<file path="config.mk">
export PLATFORM = sky130hd
export DESIGN_NAME = mmcm_drp_sequencer
export DESIGN_NICKNAME = d
export VERILOG_FILES = /design/src/rtl/mmcm_drp_sequencer_pkg.sv /design/src/rtl/mmcm_seq_table.sv /design/src/rtl/mmcm_drp_sequencer.sv
export SDC_FILE = /design/constraint.sdc
export NUM_CORES = 1
export LEC_CHECK = 0
export CELL_PAD_IN_SITES_DETAIL_PLACEMENT = 1
export CELL_PAD_IN_SITES_GLOBAL_PLACEMENT = 2
export CORE_ASPECT_RATIO = 0.75
export CORE_MARGIN = 8
export CORE_UTILIZATION = 40
export DETAILED_ROUTE_END_ITERATION = 6
export GPL_TIMING_DRIVEN = 1
export PLACE_DENSITY_LB_ADDON = 0.1
export SKIP_CTS_REPAIR_TIMING = 1
export SYNTH_ARGS = -nofsm -noshare
export SYNTH_HDL_FRONTEND = slang
export SYNTH_SLANG_ARGS = --single-unit
</file>
<file path="constraint.sdc">
create_clock -name clk_usb -period 3.8 [get_ports clk_usb]
set_input_delay 0.76 -clock clk_usb [delete_from_list [all_inputs] [get_ports clk_usb]]
set_output_delay 0.76 -clock clk_usb [all_outputs]
set_load 0.01 [all_outputs]
</file>
<file path="src/rtl/mmcm_drp_sequencer_pkg.sv">
// Shared definitions for the MMCM DRP reprogramming sequencer: FSM state
// encoding, register-bank offsets, the table entry layout and the
// read-modify-write merge.
package mmcm_drp_sequencer_pkg;

  typedef logic [3:0] seq_state_t;

  localparam seq_state_t ST_IDLE      = 4'd0;
  localparam seq_state_t ST_RST_ON    = 4'd1;
  localparam seq_state_t ST_RD        = 4'd2;
  localparam seq_state_t ST_RD_WAIT   = 4'd3;
  localparam seq_state_t ST_WR        = 4'd4;
  localparam seq_state_t ST_WR_WAIT   = 4'd5;
  localparam seq_state_t ST_RST_OFF   = 4'd6;
  localparam seq_state_t ST_WAIT_LOCK = 4'd7;
  localparam seq_state_t ST_ABORT     = 4'd8;

  // LOCKED may still reflect the previous configuration right after reset
  // release, so the first few synchronized samples are not trusted.
  localparam int LOCK_IGNORE_CYCLES = 4;

  // Offsets used by the USB register-bank wrapper.
  localparam logic [7:0] REG_MMCM_SEQ_TBL  = 8'h70;
  localparam logic [7:0] REG_MMCM_SEQ_CTRL = 8'h71;
  localparam logic [7:0] REG_MMCM_SEQ_STAT = 8'h72;

  // One 39-bit table entry: DRP address, preserve mask, new bit values.
  typedef struct packed {
    logic [6:0]  daddr;
    logic [15:0] mask;
    logic [15:0] data;
  } seq_entry_t;

  // Mask bit 1 keeps the readback bit, mask bit 0 takes the table bit.
  function automatic logic [15:0] rmw_merge(input logic [15:0] rd, input seq_entry_t e);
    return (rd & e.mask) | (e.data & ~e.mask);
  endfunction

endpackage

</file>
<file path="src/rtl/mmcm_seq_table.sv">
// Entry table for the DRP sequencer: one synchronous write port for the
// host, one asynchronous read port for the sequencer. Contents are not reset.
module mmcm_seq_table
  import mmcm_drp_sequencer_pkg::*;
#(
  parameter int  pNUM_ENTRIES = 8,
  localparam int IW = $clog2(pNUM_ENTRIES)
) (
  input  logic          clk,
  input  logic          we,
  input  logic [IW-1:0] wr_idx,
  input  seq_entry_t    wr_entry,
  input  logic [IW-1:0] rd_idx,
  output seq_entry_t    rd_entry
);

  seq_entry_t mem [pNUM_ENTRIES];

  // Host writes land in any state; the sequencer does not arbitrate.
  always_ff @(posedge clk) begin
    if (we) mem[wr_idx] <= wr_entry;
  end

  assign rd_entry = mem[rd_idx];

endmodule

</file>
<file path="src/rtl/mmcm_drp_sequencer.sv">
// Atomic MMCM reprogramming: hold MMCM in reset, read-modify-write each
// table entry over DRP, release reset, then wait for a fresh LOCKED.
//
// DRP handshake: drp_den is a one-cycle request (drp_dwe qualifies it as a
// write); the access completes on the first drp_drdy seen in the matching
// wait state. No new request is issued until that completion, and a drp_drdy
// arriving outside a wait state is ignored.
module mmcm_drp_sequencer
  import mmcm_drp_sequencer_pkg::*;
#(
  parameter int  pNUM_ENTRIES  = 8,
  parameter int  pDRDY_TIMEOUT = 255,
  parameter int  pLOCK_TIMEOUT = 65535,
  localparam int IW = $clog2(pNUM_ENTRIES)
) (
  input  logic          clk_usb,
  input  logic          reset_i,
  input  logic          tbl_we,
  input  logic [IW-1:0] tbl_idx,
  input  logic [6:0]    tbl_daddr,
  input  logic [15:0]   tbl_mask,
  input  logic [15:0]   tbl_data,
  input  logic [IW:0]   num_entries,
  input  logic          start,
  output logic          busy,
  output logic          done,
  output logic          err_drdy,
  output logic          err_lock,
  output logic [6:0]    drp_addr,
  output logic          drp_den,
  output logic          drp_dwe,
  output logic [15:0]   drp_din,
  input  logic [15:0]   drp_dout,
  input  logic          drp_drdy,
  output logic          drp_reset,
  input  logic          mmcm_locked
);

  localparam int CW = IW + 1;
  localparam int DW = $clog2(pDRDY_TIMEOUT + 1);
  localparam int LW = $clog2(pLOCK_TIMEOUT + 1);

  localparam logic [CW-1:0] MAX_N       = CW'(pNUM_ENTRIES);
  localparam logic [CW-1:0] IDX_ONE     = CW'(1);
  localparam logic [DW-1:0] DRDY_LAST   = DW'(pDRDY_TIMEOUT - 1);
  localparam logic [DW-1:0] DRDY_ONE    = DW'(1);
  localparam logic [LW-1:0] LOCK_LAST   = LW'(pLOCK_TIMEOUT - 1);
  localparam logic [LW-1:0] LOCK_ONE    = LW'(1);
  localparam logic [LW-1:0] LOCK_IGNORE = LW'(LOCK_IGNORE_CYCLES);

  seq_state_t    state;
  seq_entry_t    wr_entry;
  seq_entry_t    cur_entry;
  logic [CW-1:0] idx;
  logic [CW-1:0] n_q;
  logic [CW-1:0] n_sat;
  logic [CW-1:0] idx_inc;
  logic [DW-1:0] drdy_cnt;
  logic [LW-1:0] lock_cnt;
  logic [15:0]   rmw_q;
  logic          lock_meta;
  logic          locked_sync;
  logic          in_access;

  assign wr_entry = '{daddr: tbl_daddr, mask: tbl_mask, data: tbl_data};

  mmcm_seq_table #(
    .pNUM_ENTRIES (pNUM_ENTRIES)
  ) u_table (
    .clk      (clk_usb),
    .we       (tbl_we),
    .wr_idx   (tbl_idx),
    .wr_entry (wr_entry),
    .rd_idx   (idx[IW-1:0]),
    .rd_entry (cur_entry)
  );

  assign n_sat     = (num_entries > MAX_N) ? MAX_N : num_entries;
  assign idx_inc   = idx + IDX_ONE;
  assign in_access = (state == ST_RD) || (state == ST_RD_WAIT) ||
                     (state == ST_WR) || (state == ST_WR_WAIT);

  // DRP strobes come straight from the state so reset drops them at once;
  // the address follows the current entry, which is frozen until WR_WAIT ends.
  assign drp_den  = (state == ST_RD) || (state == ST_WR);
  assign drp_dwe  = (state == ST_WR);
  assign drp_addr = in_access ? cur_entry.daddr : 7'd0;
  assign drp_din  = rmw_q;

  // Two-flop synchronizer for the asynchronous LOCKED input.
  always_ff @(posedge clk_usb) begin
    if (reset_i) begin
      lock_meta   <= 1'b0;
      locked_sync <= 1'b0;
    end else begin
      lock_meta   <= mmcm_locked;
      locked_sync <= lock_meta;
    end
  end

  // Sequencer FSM with DRDY and LOCK timeout counters.
  always_ff @(posedge clk_usb) begin
    if (reset_i) begin
      state     <= ST_IDLE;
      busy      <= 1'b0;
      done      <= 1'b0;
      err_drdy  <= 1'b0;
      err_lock  <= 1'b0;
      drp_reset <= 1'b0;
      idx       <= '0;
      n_q       <= '0;
      drdy_cnt  <= '0;
      lock_cnt  <= '0;
      rmw_q     <= '0;
    end else begin
      done <= 1'b0;
      case (state)
        ST_IDLE: begin
          // busy lingers for the done/err_lock cycle, so a start there is dropped
          if (start && !busy) begin
            err_drdy  <= 1'b0;
            err_lock  <= 1'b0;
            n_q       <= n_sat;
            idx       <= '0;
            busy      <= 1'b1;
            drp_reset <= 1'b1;
            state     <= ST_RST_ON;
          end else begin
            busy <= 1'b0;
          end
        end
        ST_RST_ON: begin
          if (n_q != '0) begin
            state <= ST_RD;
          end else begin
            drp_reset <= 1'b0;
            state     <= ST_RST_OFF;
          end
        end
        ST_RD: begin
          drdy_cnt <= '0;
          state    <= ST_RD_WAIT;
        end
        ST_RD_WAIT: begin
          if (drp_drdy) begin
            rmw_q <= rmw_merge(drp_dout, cur_entry);
            state <= ST_WR;
          end else if (drdy_cnt >= DRDY_LAST) begin
            err_drdy  <= 1'b1;
            drp_reset <= 1'b0;
            state     <= ST_ABORT;
          end else begin
            drdy_cnt <= drdy_cnt + DRDY_ONE;
          end
        end
        ST_WR: begin
          drdy_cnt <= '0;
          state    <= ST_WR_WAIT;
        end
        ST_WR_WAIT: begin
          if (drp_drdy) begin
            idx <= idx_inc;
            if (idx_inc == n_q) begin
              drp_reset <= 1'b0;
              state     <= ST_RST_OFF;
            end else begin
              state <= ST_RD;
            end
          end else if (drdy_cnt >= DRDY_LAST) begin
            err_drdy  <= 1'b1;
            drp_reset <= 1'b0;
            state     <= ST_ABORT;
          end else begin
            drdy_cnt <= drdy_cnt + DRDY_ONE;
          end
        end
        ST_RST_OFF: begin
          lock_cnt <= '0;
          state    <= ST_WAIT_LOCK;
        end
        ST_WAIT_LOCK: begin
          if ((lock_cnt >= LOCK_IGNORE) && locked_sync) begin
            done  <= 1'b1;
            state <= ST_IDLE;
          end else if (lock_cnt >= LOCK_LAST) begin
            err_lock <= 1'b1;
            state    <= ST_IDLE;
          end else begin
            lock_cnt <= lock_cnt + LOCK_ONE;
          end
        end
        ST_ABORT: begin
          // partial configuration stays in the MMCM; no done pulse
          busy  <= 1'b0;
          state <= ST_IDLE;
        end
        default: begin
          busy      <= 1'b0;
          drp_reset <= 1'b0;
          state     <= ST_IDLE;
        end
      endcase
    end
  end

endmodule

</file>
==> key figures <==
Run status
  – Outcome: completed

Floorplanning
  – Die Span Y: 182.2 µm
  – Core region area: 0.03671 mm²
  – Core Rows: 61
  – Die W: 237.5 µm
  – Boundary pin count: 98
  – Die area: 0.04327 mm²
  – Initial Util: 0.4011

Drt
  – Detailed Routing Iterations Pass 1: 4
  – Final ANT Viol Nets: 0
  – Via count: 7905
  – Wirelength per Cell: 22.81 µm
  – Vias/cell: 5.302
  – DRC viols: 0
  – Final WL: 34020 µm
  – Initial drt markers: 450

Timing
  – Setup violations, final: 0
  – Final Critical Period: 3260 ps
  – Final hold slack: 441.7 ps
  – Max-slew headroom: 0.4555
  – Tcrit/Tclk final: 0.8579
  – RSZ-0062 raised after global routing: no
  – Setup TNS: 0 ps
  – Slew Limit Fails: 0
  – Fmax: 0.3067 GHz
  – Worst slew pin tran: 815.7 ps
  – Hold Violations, Final: 0
  – Clk_skew: 15.11 ps

Worst hold path
  – HP Class: flop to flop

Finish
  – Share of cells above drive strength 1: 0.1795
  – Area Overhead vs Synth: 19.99%
  – Filler cells: 3452
  – Nets: 1031

Power and ir drop
  – Pleak: 0.005532 µW
  – P_int: 7143 µW
  – Max VDD drop: 0.3464 mV
  – NetSw: 1972 µW
  – Clock share of power: 0.417
  – Pwr Density: 515.9 mW/mm²
  – Net Sw Frac: 0.2163
  – Gate power share: 0.071
  – Sequential power share: 0.511

Global routing
  – First-pass GRT wire length: 52650 µm
  – Number of global-route vias before repair: 8751
  – Largest net degree at the start of global routing: 63
  – Total GRT Usage: 0.1573
  – Antenna violations before repair: 1
  – Total grt overflow: 0

Critical path
  – Critical-path maximum fanout: 14
  – R2R setup slack: 1210 ps
  – Worst EP arrival: 2500 ps
  – Startpoint types: flop
  – Worst setup EP type: output port
  – Critical Path RT: 3040 ps
  – Critical path type: flop to output port

Placed design
  – GP Congestion: 0.7532
  – HPWL Detailed: 21610 µm
  – Buffers on Ports: 97

CTS
  – Clk Latency, worst-skew pair: 530 ps
  – Clock sinks: 374
  – Register clock-pin slew on the reported worst setup and hold paths: 60 ps
  – CTS max path bufs: 3
  – Inserted Clock Buffers: 39
  – H-tree Lvls: 2
  – TritonCTS clock tree: built
  – Clk root buf: clkbuf_16

Yosys
  – Register bit total from synthesis: 374
  – Net Count, Synth: 913
  – Synth Instances: 840
  – Synth top area share: 0.6363
  – Synth warn: 0
  – Synthesized area: 0.01472 mm²
  – Post-synth EDFFs: 312
  – Sequential element share of the synthesized area: 0.7206
  – Most frequent cell after synthesis: edfxtp_1
  – Synth Flop Type: edfxtp_1
  – Post-synth ARST share: 0
  – Synth area leader: edfxtp_1
  – Average cell area after synthesis: 17.53 µm²
  – Synth unique cells: 59
  – Post-synth top cells: edfxtp_1, mux4_2, dfxtp_1
  – Main area contributors after synthesis: edfxtp_1, mux4_2, dfxtp_1, mux2i_1, nor2_1

Flow run
  – # Max-Cap Violations: 0
metrics by stage:
step / instance area [µm²] / cells / total power [µW] / setup WS (ps) / util
final: 17670 / 1491 / 9115 / 539.8 / 0.4813
after detailed placement: 16390 / 1421 / 5405 / 987.1 / 0.4465
after global placement: 16390 / 1421 / 5374 / 1011 / 0.4465
after global routing: 17670 / 1491 / 9449 / 372.8 / 0.4813
after floorplan: 14730 / 840 / 5068 / 747.3 / -
after CTS: 17670 / 1490 / 9232 / 450.5 / 0.4812
cell families after synthesis:
group                      share of synthesized area
muxes                                         0.1434
buffers and inverters                        0.01606
DFF                                           0.7206
and+or+nand+nor                              0.06339
AOI/OAI and AO/OA                            0.04521
xor gates and xnor gates                    0.007139
adders and majority gates                   0.004249
layout by cell type (no fill, tap or decap), drive strengths merged, types with 9 or more instances in the layout:
cell type,n
dfxtp,62
nor2b,9
clkbuf,48
nor4,10
inv,13
nand4,15
nor2,52
a21oi,25
clkinv,12
mux4,78
edfxtp,312
mux2i,32
nor3,16
nand2,36
xnor2,9
buf,20
o21ai,28
clkdlybuf4s50,97
a2bb2oi,12
nand3,9
routing by layer:
layer / GRT usage / share of wire / vias to the layer above
met5: 0 / 0 / -
met1: 0.2271 / 0.48 / 4117
li1: - / - / 3612
met3: 0.02939 / 0.042 / 42
met4: 0.03775 / 0.015 / 0
met2: 0.2452 / 0.46 / 134
final timing paths:
check,startpoint,endpoint,cells after the start
setup reg to reg,flop,drp_din[15],5
hold reg to reg,lock_meta,locked_sync,1
hold / removal,lock_meta,locked_sync,1
setup / recovery,state[2],drp_addr[2],4
power groups by stage:
| stage | sequential, µW | clock, µW | combinational (µW) |
|---|---|---|---|
| 6_report | 4660 | 3810 | 649 |
| 5_1_grt | 4680 | 4070 | 707 |
| 3_3_place_gp | 4740 | 0 | 638 |
| 2_1_floorplan | 4710 | 0 | 361 |
| 4_1_cts | 4660 | 3910 | 660 |
| 3_5_place_dp | 4750 | 0 | 656 |
final cells by class:
| class | instances | area (µm²) | share of cell area |
|---|---|---|---|
| clock buffer | 48 | 1031 | 0.05835 |
| clock inverter | 21 | 244.0 | 0.01381 |
| inverter | 12 | 45.04 | 0.002549 |
| sequential | 374 | 10620 | 0.6009 |
| multi-input combinational | 414 | 3951 | 0.2236 |
| antenna | 1 | 2.502 | 0.0001416 |
| tap | 504 | 630.6 | 0.03569 |
| timing repair buffer | 117 | 1146 | 0.06487 |
worst max-delay path, stage by stage, from the launching register on:
cell	delay, ps
dfxtp_1	590
xnor2_1	200
or2_2	440
nor2_1	180
clkdlybuf4s50_1	560
flip-flops by register name, indices dropped and copies added, names as in the netlist, named ones only:
| signal | cells |
|---|---|
| err_drdy | 1 |
| lock_cnt | 16 |
| busy | 1 |
| err_lock | 1 |
| lock_meta | 1 |
| n_q | 4 |
| drp_din | 16 |
| u_table.mem | 312 |
| state | 4 |
| drdy_cnt | 8 |
| done | 1 |
| drp_reset | 1 |
| idx | 4 |
| locked_sync | 1 |
Power figures use the tool's default switching activity.
